## src/rtl/forward_ctrl_pkg.sv

```systemverilog
// Shared forwarding definitions: mux select codes, the default
// register-address width and the issue-history entry type.
package forward_ctrl_pkg;

  localparam logic [1:0] FWD_RF    = 2'd0;
  localparam logic [1:0] FWD_EXMEM = 2'd1;
  localparam logic [1:0] FWD_MEMWB = 2'd2;
  localparam logic [1:0] FWD_WBBUF = 2'd3;

  localparam int REG_AW_DEF = 5;

  // rd field is sized for the widest supported address; narrower
  // configurations zero-extend into it.
  localparam int REG_AW_MAX = 8;

  // valid is only set for accepted instructions that write a register.
  typedef struct packed {
    logic                  valid;
    logic [REG_AW_MAX-1:0] rd;
    logic                  load;
  } hist_t;

endpackage

```

## src/rtl/forward_ctrl_match.sv

```systemverilog
// One source operand against the T1..T3 history; the youngest
// writer wins and register 0 never matches.
module fwd_match
  import forward_ctrl_pkg::*;
#(
  parameter int REG_AW = REG_AW_DEF
) (
  input  logic [REG_AW-1:0] src,
  input  hist_t             t1,
  input  hist_t             t2,
  input  hist_t             t3,
  output logic [1:0]        sel
);

  logic [REG_AW_MAX-1:0] src_x;
  logic                  hit1;
  logic                  hit2;
  logic                  hit3;

  assign src_x = REG_AW_MAX'(src);

  assign hit1 = t1.valid && (t1.rd != '0) && (t1.rd == src_x);
  assign hit2 = t2.valid && (t2.rd != '0) && (t2.rd == src_x);
  assign hit3 = t3.valid && (t3.rd != '0) && (t3.rd == src_x);

  // Priority encode, youngest producer first.
  always_comb begin
    sel = FWD_RF;
    if (hit1)      sel = FWD_EXMEM;
    else if (hit2) sel = FWD_MEMWB;
    else if (hit3) sel = FWD_WBBUF;
  end

endmodule

```

## src/rtl/forward_ctrl.sv

```systemverilog
// Forwarding select and load-use stall control for the EX stage.
// Optional stall counter enabled by FORWARD_CTRL_STATS_EN.
module forward_ctrl
  import forward_ctrl_pkg::*;
#(
  parameter int REG_AW = REG_AW_DEF,
  parameter int CNT_W  = 16
) (
  input  logic              clk,
  input  logic              rst_n,
  input  logic              issue_valid,
  input  logic [REG_AW-1:0] issue_rs,
  input  logic [REG_AW-1:0] issue_rt,
  input  logic [REG_AW-1:0] issue_rd,
  input  logic              issue_wen,
  input  logic              issue_load,
  input  logic              flush,
  output logic              stall,
  output logic [1:0]        fwd_a,
  output logic [1:0]        fwd_b
`ifdef FORWARD_CTRL_STATS_EN
  ,
  output logic [CNT_W-1:0]  stall_cnt
`endif
);

  hist_t t1_q, t2_q, t3_q;
  hist_t t1_d, t2_d, t3_d;

  logic [1:0] sel_a, sel_b;
  logic [1:0] fwd_a_q, fwd_b_q;
  logic [1:0] fwd_a_d, fwd_b_d;

  logic [REG_AW_MAX-1:0] rs_x, rt_x;
  logic                  t1_ld_wr;
  logic                  accept;

  assign rs_x = REG_AW_MAX'(issue_rs);
  assign rt_x = REG_AW_MAX'(issue_rt);

  assign t1_ld_wr = t1_q.valid && t1_q.load
                 && (t1_q.rd != '0);

  assign stall = issue_valid && !flush && t1_ld_wr
              && ((t1_q.rd == rs_x) || (t1_q.rd == rt_x));

  assign accept = issue_valid && !stall && !flush;

  fwd_match #(.REG_AW(REG_AW)) u_match_a (
    .src (issue_rs),
    .t1  (t1_q),
    .t2  (t2_q),
    .t3  (t3_q),
    .sel (sel_a)
  );

  fwd_match #(.REG_AW(REG_AW)) u_match_b (
    .src (issue_rt),
    .t1  (t1_q),
    .t2  (t2_q),
    .t3  (t3_q),
    .sel (sel_b)
  );

  // Shift history every cycle; bubbles on stall/flush, flush kills old T1.
  always_comb begin
    t1_d = '0;
    if (accept) begin
      t1_d.valid = issue_wen;
      t1_d.rd    = REG_AW_MAX'(issue_rd);
      t1_d.load  = issue_load;
    end
    t2_d = t1_q;
    if (flush) t2_d.valid = 1'b0;
    t3_d    = t2_q;
    fwd_a_d = accept ? sel_a : FWD_RF;
    fwd_b_d = accept ? sel_b : FWD_RF;
  end

  // History and select registers with synchronous reset.
  always_ff @(posedge clk) begin
    if (!rst_n) begin
      t1_q    <= '0;
      t2_q    <= '0;
      t3_q    <= '0;
      fwd_a_q <= FWD_RF;
      fwd_b_q <= FWD_RF;
    end else begin
      t1_q    <= t1_d;
      t2_q    <= t2_d;
      t3_q    <= t3_d;
      fwd_a_q <= fwd_a_d;
      fwd_b_q <= fwd_b_d;
    end
  end

  assign fwd_a = fwd_a_q;
  assign fwd_b = fwd_b_q;

`ifdef FORWARD_CTRL_STATS_EN
  logic [CNT_W-1:0] cnt_q;
  logic [CNT_W-1:0] cnt_d;

  assign cnt_d = (stall && (cnt_q != '1)) ? cnt_q + 1'b1 : cnt_q;

  // Saturating count of stall cycles.
  always_ff @(posedge clk) begin
    if (!rst_n) cnt_q <= '0;
    else        cnt_q <= cnt_d;
  end

  assign stall_cnt = cnt_q;
`endif

endmodule

```

## config.mk

```make
export PLATFORM = sky130hd
export DESIGN_NAME = forward_ctrl
export DESIGN_NICKNAME = d
export VERILOG_FILES = /design/src/rtl/forward_ctrl_pkg.sv /design/src/rtl/forward_ctrl_match.sv /design/src/rtl/forward_ctrl.sv
export SDC_FILE = /design/constraint.sdc
export NUM_CORES = 1
export LEC_CHECK = 0
export ABC_AREA = 1
export CORE_UTILIZATION = 50
export CTS_CLUSTER_DIAMETER = 120
export DETAILED_ROUTE_END_ITERATION = 6
export PLACE_DENSITY = 0.78
export SLEW_MARGIN = 0
export SYNTH_ARGS = -nofsm -noshare
export SYNTH_HDL_FRONTEND = slang
export SYNTH_SLANG_ARGS = --single-unit
```

## constraint.sdc

```tcl
create_clock -name clk -period 1.5 [get_ports clk]
set_input_delay 0.15 -clock clk [delete_from_list [all_inputs] [get_ports clk]]
set_output_delay 0.15 -clock clk [all_outputs]
set_load 0.01 [all_outputs]
```

-- Yosys cells after proc, flatten, opt, wreduce, memory -nomap -nowiden
Index checks and enable logic that the tools add are counted.
W data, S select, Z words.
- bitwise gates (word level): 2
- mux-type cells: 6
- reduce and logical (&&, ||, !) cells: 26
- equal/unequal tests: 6
- operator list (operator ; number):
    $eq A8 B5 Y1 ; 6
    $reduce_bool A8 Y1 ; 3
    $logic_and A1 B1 Y1 ; 16
    $mux W2 ; 4
    $reduce_or A3 Y1 ; 2
    $logic_not A1 Y1 ; 2
    $mux W1 ; 2
    $not A1 Y1 ; 2
    $reduce_and A2 Y1 ; 1
    $reduce_or A2 Y1 ; 1
    $logic_or A1 B1 Y1 ; 1
- output and inout port bits: 5
- bits of input ports: 21
- bits in registers: 32

-- Logic depth before layout (Yosys ltp)
Gate-level depths: netlist of run 1.
- depth in word-level cells: 9
- depth in mapped cells: 10
- depth with buffers taken out: 10

-- Cells and area by module
Synthesis of run 1 repeated with hierarchy kept, for this count alone.
- cell total of the unflattened synthesis: 313
- area, all modules: 1705.4 um2
- by module, submodules not included (module ; area each (um2) ; times used ; sequential area each (um2) ; cells each):
    forward_ctrl ; 944.7 ; 1 ; 500.5 ; 133
    fwd_match ; 380.4 ; 2 ; 0.0 ; 90

-- Least setup slack after synthesis of run 1
No wires, ideal clock.
- path type: register to register
- start: reg t1_q[5] (netlist name)
- end: reg fwd_b_q[0], in the netlist fwd_b[0]
- buffers on the path: 1
- clock period less this slack: 1177 ps
- required time: 1382 ps
- arrival time: 1059 ps
- setup slack: 323 ps
- cell stages (with the launch flop): 11
- cells stage by stage: dfxtp_1 inv_1 nand2_1 nand2_1 nor2_1 nand3_2 nand2_1 nand2_2 nand2_2 buf_6 nor2_4
- cells in the longest elaborated chain, start to end: 8
- elaborated cells between the ends (all ways): 14
- classes of those cells: eq/ne (2); mux (1); reduce/logical (11)
- ends and longest elaborated chain (what ; RTL line ; RTL):
    start, declared ; forward_ctrl.sv:27 ; hist_t t1_q, t2_q, t3_q;
    start signal, assigned ; forward_ctrl.sv:89 ; t1_q <= t1_d;
    $reduce_bool A8 Y1 ; forward_ctrl_match.sv:22, forward_ctrl.sv:42 ;
    $logic_and A1 B1 Y1 ; forward_ctrl.sv:42 ; && (t1_q.rd != '0);
    $logic_and A1 B1 Y1 ; forward_ctrl.sv:44 ; assign stall = issue_valid && !flush && t1_ld_wr
    $logic_and A1 B1 Y1 ; forward_ctrl.sv:45 ; && ((t1_q.rd == rs_x) || (t1_q.rd == rt_x));
    $logic_not A1 Y1 ; forward_ctrl.sv:47 ; assign accept = issue_valid && !stall && !flush;
    $logic_and A1 B1 Y1 (2 in a row) ; forward_ctrl.sv:47 ;
    $reduce_and A2 Y1 (no line) ; - ;
    end signal, assigned ; forward_ctrl.sv:93 ; fwd_b_q <= fwd_b_d;
    end, declared ; forward_ctrl.sv:31 ; logic [1:0] fwd_a_q, fwd_b_q;
Parallel ways exist; a longest one is shown, timed or not.
A chain may end at the register's enable or synchronous reset.

-- Final worst setup path of run 1
- start: in issue_rt[3]
- end: out stall
- cells in the longest elaborated chain, start to end: 3
- ends and longest elaborated chain (what ; RTL line ; RTL):
    start, declared ; forward_ctrl.sv:13 ; input logic [REG_AW-1:0] issue_rt,
    $eq A8 B5 Y1 ; forward_ctrl.sv:45 ;
    $logic_or A1 B1 Y1 ; forward_ctrl.sv:45 ;
    $logic_and A1 B1 Y1 ; forward_ctrl.sv:45 ;
    end, declared ; forward_ctrl.sv:18 ; output logic stall,
No other way between the ends.

==> metrics, run 1 <==
run status=finished, violations left; failing checks=negative setup slack; Final Max Slew Viols=0; final setup fails=1; Pre-Repair DR Iteration Count=5; Nets=275; IO buf count=25; Worst Setup End Kind=output port; GP Congestion=0.860; Data required, critical path=1.35 ns; Internal=825 uW; chip height=52.4 um; clk slew on worst S/H paths=0.14 ns; slew margin rel.=66.8%; Clk Tree Root Cell=clkbuf_4; CP arrival=1.41 ns; Detailed Route WL=3080 um; register area share after synthesis=36.2%; Fillers=193; Longest Clk Path Bufs=2; Starting Density=55.4%; TritonCTS Buffers=3; largest net degree at the start of global routing=14; syn_nets=231; global-route wire length before repair=5020 um; sw power=304 uW; clk_lat worst skew=0.32 ns; Power Density=652 mW/mm2; Reg power frac=55.6%; most frequent cells in the layout=nand2_1, inv_1, nor2_1; cell count after synthesis=210; vias post-DR=1322; area of placed instances=0.00166 mm2; commonest non-fill, non-tap cell in the layout=nand2_1; Comb pwr share=18.0%; Antenna Nets Post-Route=0; Seq cells post-synth=23; row count=17; Wirelength per Cell=11.0 um; die area=0.00275 mm2; post-route cell area=0.00173 mm2; highest clock rate=0.643 GHz; drt drc=0; Post-Syn Area per Cell=6.06 um2; final setup margin=-0.0556 ns; TritonCTS clock tree=yes; leading post-synthesis cells by cell area=dfxtp_1, nand2_1, inv_1, nor2_1, xnor2_1; Setup CP Type=in -> out; post-CTS setup buffers=0; Area Overhead vs Synth=36.0%; mapped cell area=0.00127 mm2; Synthesis Warnings=0; leak pwr=0.000919 uW; Core ar.=0.00230 mm2; I/O Pins=26; Max H-tree Level=1; Synth cell types=17; dpl hpwl=2530 um; Max rail drop VDD=0.000706 V; top-area cell type share of the netlist area=36.2%; vias in the first global route=1278; worst-path maximum fanout=3; vias per cell=4.70; Tcrit/Tclk final=104%; CTS Sinks=23; worst clock skew=0.0166 ns; share of cells above drive strength 1=17.8%; gr usage total=25.4%; clock power share=26.4%; RSZ-0062 raised after global routing=true; Yosys top cell by area=dfxtp_1; Final Hold Viols=0; Sw Ratio=26.9%; Die W=52.4 um; final setup TNS=-0.0556 ns; worst min-delay path class=in -> reg; Worst-Margin Slew=0.493 ns; max-cap violation count=0; drt first-iter violations=25; total gr overflow=0; initial antenna violation count=0; Period minus WS final=1.56 ns; n_diodes=0; CP Launch Type=input port
Yosys cell counts:
master and n:
inv_1 48, a21oi_1 3, nand2_1 74, nand3_1 8, nor2_2 3, nor2_1 27
o21ai_0 6, nor2_4 1, o21ai_1 1, nor3b_1 1, buf_6 1, xnor2_1 5
xor2_1 5, clkbuf_1 1, nand2_2 2, dfxtp_1 23, nand3_2 1
through the flow:
stage	worst slack (ns)	instances	util (%)	hold WS (ns)	total power, uW
final	-0.0556	281	75.3	0.329	1130
after global placement	-0.460	277	72.4	0.432	832
after detailed placement	-0.452	277	72.4	0.437	840
after global routing	-0.121	281	75.3	0.354	1180
after CTS	-0.0184	281	73.5	0.337	1120
after floorplan	0.323	210	-	0.222	728
power groups by stage:
stage          clock [uW]  sequential, uW  combinational [uW]
5_1_grt               327             629                 227
6_report              298             627                 204
3_3_place_gp            0             642                 191
4_1_cts               297             629                 196
3_5_place_dp            0             642                 198
2_1_floorplan           0             640                88.1
layer usage:
layer	track usage [%]	vias to the layer above	wire length, um
met5	0	-	0
met4	11.0	0	63
met3	4.64	8	196
met2	47.0	42	1580
met1	27.6	585	1250
li1	-	687	-
worst max-delay path, stage by stage:
cell             delay, ns
clkdlybuf4s50_1       0.53
inv_1                 0.07
nand2_1               0.06
nand2_1               0.05
nor2_1                0.12
nand3_1               0.13
nand2_2               0.10
nand2_2               0.05
inv_2                 0.05
buf_6                 0.09
kinds of logic (layout without fill, tap and decap cells):
kind of cell    count (synthesis)  in the layout  synth area share (%)
flops                          23             23                  36.2
buf+inv                        50             93                  15.3
simple gates                  117            117                  37.7
xor+xnor                       10             10                  6.88
compound gates                 10             10                  3.93
path summary, 6_finish.rpt:
kind / start / end / slack, ns / cells past startpoint
worst min-delay path: issue_rd[2] / t1_q[3]$_SDFF_PN0_ / 0.33 / 3
worst min register to register: t2_q[9]$_SDFF_PP0_ / t3_q[9]$_SDFF_PN0_ / 0.46 / 2
worst max register to register: t3_q[3]$_SDFF_PN0_ / fwd_b[0]$_SDFF_PN0_ / 0.10 / 6
worst max-delay path: issue_rt[3] / stall / -0.06 / 10
final cells by class:
type	count	area (um2)	area share [%]
inverter	48	180	10.4
clock buffer	3	22.5	1.30
multi-input combinational	137	649	37.5
timing repair buffer	41	367	21.2
tap	28	35.0	2.02
sequential	23	472	27.3
clock inverter	1	5.00	0.289
state kept, by name, indices dropped and copies added, names as in the netlist:
name	cells
fwd_b	2
fwd_a	2
t2_q	6
t1_q	7
t3_q	6
what timing repair did:
action | 4_1_cts | 5_1_grt
resized for setup | 16 | 14
setup endpoints to repair | 7 | 12
hold buffers | 0 | 0
pin swaps | 6 | 6
Power figures use the tool's default switching activity.
==> run 2: changes to the inputs <==
- clock period: 1.5 -> 1.9 ns (I/O delays scaled with it)
==> run 2 against run 1 <==
  * The flow now finishes without violations
  * Clock power fell by 22%
  * Critical path depth fell by 1
  * Final area fell by 3.9%
  * Global-route usage fell by 0.54 points
  * Largest power group unchanged
  * Highest routed layer unchanged
==> metrics, run 2 (synthesis results as in run 1) <==
chip height=52.4 um (unchanged); TritonCTS Buffers=3 (unchanged); drt first-iter violations=28 (was 25); clk_lat worst skew=0.32 ns (about the same); die area=0.00275 mm2 (unchanged); total gr overflow=0 (unchanged); post-CTS setup buffers=0 (unchanged); final setup fails=0 (was 1); gr usage total=24.8% (was 25.4%); commonest non-fill, non-tap cell in the layout=nand2_1 (unchanged); grt met1 use=30.1% (was 27.6%); Die W=52.4 um (unchanged); drt drc=0 (unchanged); Finished Core Util=72.4% (was 75.3%); grt met2 use=43.9% (was 47.0%); Area Overhead vs Synth=30.7% (was 36.0%); worst-path maximum fanout=4 (was 3); CP arrival=1.57 ns (was 1.41 ns); highest clock rate=0.568 GHz; Pre-Repair DR Iteration Count=4 (was 5); vias post-DR=1275 (was 1322); vias in the first global route=1243 (was 1278); clk slew on worst S/H paths=0.13 ns (was 0.14 ns); vias per cell=4.62 (was 4.70); final setup margin=0.139 ns (was -0.0556 ns); Starting Density=55.4% (unchanged); Final Max Slew Viols=0 (unchanged); Max rail drop VDD=0.000461 V (was 0.000706 V); slew margin rel.=70.0% (was 66.8%); Fillers=203 (was 193); IO buf count=25 (unchanged); TritonCTS clock tree=yes (unchanged); share of cells above drive strength 1=10.5% (was 17.8%); Power Density=527 mW/mm2 (was 652 mW/mm2); row count=17 (unchanged); dpl hpwl=2380 um (was 2530 um); Worst Setup End Kind=output port (unchanged); Max H-tree Level=1 (unchanged); run status=finished, final reports clean (was finished, violations left); largest net degree at the start of global routing=14 (unchanged); n_diodes=0 (unchanged); flip-flop and latch area=467 um2 (was 472 um2); max reg flops=7 (unchanged); dpl ws=-0.143 ns (was -0.452 ns); Final Hold Viols=0 (unchanged); Longest Clk Path Bufs=2 (unchanged); Wirelength per Cell=10.5 um (was 11.0 um); Setup CP Type=reg -> out (was in -> out); final setup TNS=0 ns (was -0.0556 ns); worst clock skew=0.00812 ns (was 0.0166 ns); Biggest register=t1_q (unchanged); most frequent cells in the layout=nand2_1, inv_1, nor2_1 (unchanged); largest registers=t1_q (7), t2_q (6), t3_q (6) (unchanged); Clk Tree Root Cell=clkbuf_4 (unchanged); initial antenna violation count=0 (unchanged); Worst-Margin Slew=0.445 ns (was 0.493 ns); global-route wire length before repair=4960 um (was 5020 um); GP Congestion=0.871 (was 0.860); leak pwr=0.000913 uW (was 0.000919 uW); multi-input logic area=619 um2 (was 649 um2); Data required, critical path=1.71 ns (was 1.35 ns); max-cap violation count=0 (unchanged); CTS Sinks=23 (unchanged); Period minus WS final=1.76 ns; Detailed Route WL=2890 um (was 3080 um); I/O Pins=26 (unchanged); worst min-delay path class=in -> reg (unchanged); Nets=270 (was 275); RSZ-0062 raised after global routing=false (was true); Tcrit/Tclk final=92.7%; Antenna Nets Post-Route=0 (unchanged); GR Layer Usage met3=2.61% (was 4.64%); GRT Max-Usage Layer=met2 (unchanged); Core ar.=0.00230 mm2 (unchanged); CP Launch Type=flip-flop (was input port)
==> run 2: cell count changes in the layout (fill, tap and decap cells not counted), moves of 2 or more <==
cell | before | now
inv_2 | 4 | 0
nand2_2 | 5 | 2
inv_1 | 44 | 48
buf_4 | 16 | 11
nand2_1 | 70 | 74
dlymetal6s2s_1 | 0 | 2
dfxtp_1 | 18 | 20
==> run 2: cell type report <==
class	instances	area share, %
tap	28	2.11
sequential	23	28.1
inverter	48	10.8
timing repair buffer	36	20.1
multi-input combinational	137	37.2
clock inverter	1	0.301
clock buffer	3	1.35
==> run 2: final timing paths <==
check	startpoint	end	slack [ns]	depth (start not counted)
max	t1_q[4]$_SDFF_PN0_	stall	0.14	9
min	issue_rd[3]	t1_q[4]$_SDFF_PN0_	0.38	3
max reg2reg	t1_q[4]$_SDFF_PN0_	fwd_b[1]$_SDFF_PP0_	0.43	10
min reg2reg	t2_q[9]$_SDFF_PP0_	t3_q[9]$_SDFF_PN0_	0.46	2
==> run 2: worst max-delay path: stages (launching register included) <==
cell and delay (ns):
dfxtp_4 0.38, inv_1 0.06, nand2_1 0.06, nand2_1 0.07, nor2_2 0.13, nand3_1 0.11, nand2_1 0.10, nand2_2 0.05
inv_1 0.04, dlygate4sd2_1 0.25
==> run 2: metal layers <==
metal / routed length [um] / vias up
li1: - / 677
met1: 1270 / 551
met2: 1420 / 42
met3: 153 / 5
met4: 46 / 0
met5: 0 / -
==> run 2: power by group <==
| part | leakage [uW] | internal [uW] | switching (uW) |
|---|---|---|---|
| Sequential | 0.000188 | 489 | 6.81 |
| Combinational | 0.000708 | 78.9 | 71.3 |
| Clock | 0.0000177 | 78.9 | 152 |
| Total | 0.000913 | 646 | 230 |
==> run 2: metrics by stage <==
step | cell area (um2) | total power (uW) | std cells | hold WS, ns
after floorplan | 1270 | 575 | 210 | 0.262
after global placement | 1630 | 652 | 272 | 0.432
after detailed placement | 1630 | 657 | 272 | 0.440
after CTS | 1650 | 878 | 276 | 0.381
after global routing | 1660 | 915 | 276 | 0.371
final | 1660 | 877 | 276 | 0.376
==> run 2: timing repair <==
action,CTS,global route
endpoints found under the setup margin,1,1
resized for setup,6,4
hold buffers,0,0
==> run 3: changes to the inputs <==
- ABC_AREA: 1 -> not set
- PLACE_DENSITY: 0.78 -> 0.79
- SLEW_MARGIN: 0 -> 30
==> run 3 against run 2 <==
  * The flow now finishes with violations (negative setup slack)
  * Clock power shrank 6%
  * Critical path depth down 2
  * Wire length shrank 8.2%
  * Clock skew fell by 0.0051 ns
  * Highest routed layer unchanged
  * Final area down 2.1%
  * Largest cell class unchanged
  * First-iteration DRC count is 50% lower
  * Via count is 26% lower
  * Synthesized cell count fell by 48%
  * Sequential share of layout area grew 0.68 points
  * Utilization increased by 1.9 points
  * Largest power group unchanged
==> metrics, run 3 <==
Crit path max-delay family=buffers and inverters (was simple AND/OR/NAND/NOR gates); mux cell area share after synthesis=0% (unchanged); Critical path buffers and inverters=2 (was 3); commonest non-fill, non-tap cell in the layout=clkdlybuf4s50_1 (was nand2_1); final setup fails=1 (was 0); die area=0.00251 mm2 (was 0.00275 mm2); Data required, critical path=1.71 ns (about the same); drt drc=0 (unchanged); top-area cell type share of the netlist area=39.8% (was 36.2%); Hold WS=0.438 ns (was 0.376 ns); dpl ws=-0.510 ns (was -0.143 ns); drt first-iter violations=14 (was 28); post-CTS setup buffers=0 (unchanged); run status=finished, violations left (was finished, final reports clean); global-route wire length before repair=4190 um (was 4960 um); mapped cell area=0.00116 mm2 (was 0.00127 mm2); TritonCTS Buffers=3 (unchanged); hold_sp=issue_rd[3] (unchanged); max-cap violation count=0 (unchanged); Compound-Gate Fraction of Synth Area=5.95% (was 3.93%); Worst-Margin Slew=0.336 ns (was 0.445 ns); row count=17 (unchanged); Clk Tree Root Cell=clkbuf_4 (unchanged); grt met1 use=25.4% (was 30.1%); IO buf count=25 (unchanged); post-synthesis simple-gate area fraction=29.6% (was 37.7%); Starting Density=52.8% (was 55.4%); Synthesis Warnings=0 (unchanged); Seq cells post-synth=23 (unchanged); Max H-tree Level=1 (unchanged); Biggest register=t1_q (unchanged); total gr overflow=0 (unchanged); cell count after synthesis=109 (was 210); clk slew on worst S/H paths=0.11 ns (was 0.13 ns); Antenna Nets Post-Route=0 (unchanged); Pre-Repair DR Iteration Count=4 (unchanged); Nets=178 (was 270); vias post-DR=939 (was 1275); RR Endpoint=fwd_b[1]$_SDFF_PP0_ (unchanged); slew margin rel.=77.6% (was 70.0%); TritonCTS clock tree=yes (unchanged); Longest Clk Path Bufs=2 (unchanged); Post-Synth XOR/XNOR Area=22.7% (was 6.88%); dpl hpwl=2160 um (was 2380 um); CP Launch Type=input port (was flip-flop); clk_lat worst skew=0.30 ns (was 0.32 ns); Post-Syn Area per Cell=10.6 um2 (was 6.06 um2); Setup CP Type=in -> out (was reg -> out); Hold Crit Depth=2 (was 3); worst-path maximum fanout=2 (was 4); number of flops mapped to enable cells by yosys=0 (unchanged); chip height=50.1 um (was 52.4 um); Tot Pwr=866 uW (was 877 uW); Power Density=532 mW/mm2 (was 527 mW/mm2); combinational family with the most area after synthesis=simple AND/OR/NAND/NOR gates (unchanged); top cells by count, synth=dfxtp_1, xnor2_1, and2_1, xor2_1, nor3b_2 (was nand2_1, inv_1, nor2_1); Fillers=163 (was 203); leading post-synthesis cells by cell area=dfxtp_1, xnor2_1, xor2_1, nor3b_2, and2_1 (was dfxtp_1, nand2_1, inv_1, nor2_1, xnor2_1); Tcrit/Tclk final=104% (was 92.7%); share of cells above drive strength 1=30.8% (was 10.5%); Final Max Slew Viols=0 (unchanged); register area share after synthesis=39.8% (was 36.2%); area of placed instances=0.00158 mm2 (was 0.00163 mm2); Final Hold Viols=0 (unchanged); grt met2 use=42.0% (was 43.9%); final setup TNS=-0.0675 ns (was 0 ns); max reg flops=7 (unchanged); leak pwr=0.000603 uW (was 0.000913 uW); Synth Area in Adders=0% (unchanged); fraction of registers with async set/reset=0% (unchanged); Core ar.=0.00219 mm2 (was 0.00230 mm2); hold-fix buffers at CTS=0 (unchanged); highest clock rate=0.508 GHz (was 0.568 GHz); worst min-delay path class=in -> reg (unchanged); GP Congestion=0.931 (was 0.871); Detailed Route WL=2650 um (was 2890 um); Period minus WS final=1.97 ns (was 1.76 ns); Worst Setup End Kind=output port (unchanged); initial antenna violation count=0 (unchanged); Synth cell types=27 (was 17); largest registers=t1_q (7), t2_q (6), t3_q (6) (unchanged); GR Layer Usage met3=1.85% (was 2.61%); Crit Reg-Reg Startpoint=t3_q[1]$_SDFF_PN0_ (was t1_q[4]$_SDFF_PN0_); worst path cell trace=clkdlybuf4s50_1, xor2_2, nor3_2, nand3_2, a211oi_2, and3b_1, buf_2 (was inv_1, nand2_1, nand2_1, nor2_2, nand3_1, nand2_1, nand2_2, inv_1, dlygate4sd2_1); hold path endpoint=t1_q[4]$_SDFF_PN0_ (unchanged); CP max stage cell=clkdlybuf4s50_1 (was dfxtp_4); RSZ-0062 raised after global routing=true (was false); r2r setup slk=0.25 ns (was 0.43 ns); GRT Max-Usage Layer=met2 (unchanged); post-route cell area=0.00163 mm2 (was 0.00166 mm2); CP arrival=1.78 ns (was 1.57 ns); vias in the first global route=944 (was 1243); main flop type after synthesis=dfxtp_1 (unchanged); syn_nets=130 (was 231); failing checks=negative setup slack; I/O Pins=26 (unchanged); worst clock skew=0.00299 ns (was 0.00812 ns); Area Overhead vs Synth=40.6% (was 30.7%); largest net degree at the start of global routing=14 (unchanged); n_diodes=0 (unchanged); Die W=50.1 um (was 52.4 um); Critical Path Max Stage Delay=0.47 ns (was 0.38 ns); Wirelength per Cell=14.4 um (was 10.5 um); final setup margin=-0.0675 ns (was 0.139 ns); R2R cell count=6 (was 10); Yosys top cell by area=dfxtp_1 (unchanged); top-count cell post-synth=dfxtp_1 (was nand2_1); CTS Sinks=23 (unchanged); Max rail drop VDD=0.000430 V (was 0.000461 V); vias per cell=5.10 (was 4.62); most frequent cells in the layout=clkdlybuf4s50_1, buf_4, xnor2_1 (was nand2_1, inv_1, nor2_1); gr usage total=22.9% (was 24.8%)
## run 3: per-stage QoR
stage / util, % / cells
finish: 74.3 / 184
floorplan: - / 109
detailed placement: 72.2 / 180
global placement: 72.2 / 180
CTS: 73.7 / 184
global route: 74.3 / 184
## run 3: report_power, final
part           total [uW]  internal (uW)  switching (uW)  leakage, uW
registers             498            489            9.14     0.000188
logic                 151           93.9            57.0     0.000400
clock network         217           81.9             135    0.0000150
## run 3: logic make-up (layout without fill, tap and decap cells)
group,count (synthesis),in the layout
and+or+nand+nor,44,44
buffers and inverters,4,51
AOI/OAI and AO/OA,8,8
DFF,23,23
xor gates and xnor gates,30,30
## run 3: area by class of cell
type,instances,area [um2],area share [%]
clock buffers,4,26.3,1.61
inverters,1,3.75,0.231
multi-input cells,82,692,42.5
flip-flops and latches,23,468,28.7
well taps,28,35.0,2.15
repair buffers,46,403,24.8
## run 3: what timing repair did
item,CTS,global route
endpoints found under the hold margin,0,0
setup endpoints to repair,1,1
gates resized for setup,9,3
pin swaps,3,5
## run 3: how the worst max path moves through the flow
stage / depth (start not counted) / startpoint / to
2_1_floorplan: 5 / t1_q[4]$_SDFF_PN0_ / stall
3_3_place_gp: 7 / issue_rt[3] / stall
3_5_place_dp: 7 / issue_rs[1] / stall
4_1_cts: 6 / t1_q[5]$_SDFF_PN0_ / stall
5_1_grt: 7 / issue_rt[4] / stall
6_report: 7 / issue_rt[4] / stall
## run 3: layer usage
layer  wire [um]  part of all wire (%)  vias up
met5           0                     0        -
met4          61                   2.3        0
met3          94                   3.5        8
met2        1360                    51       29
met1        1140                    43      433
li1            -                     -      469
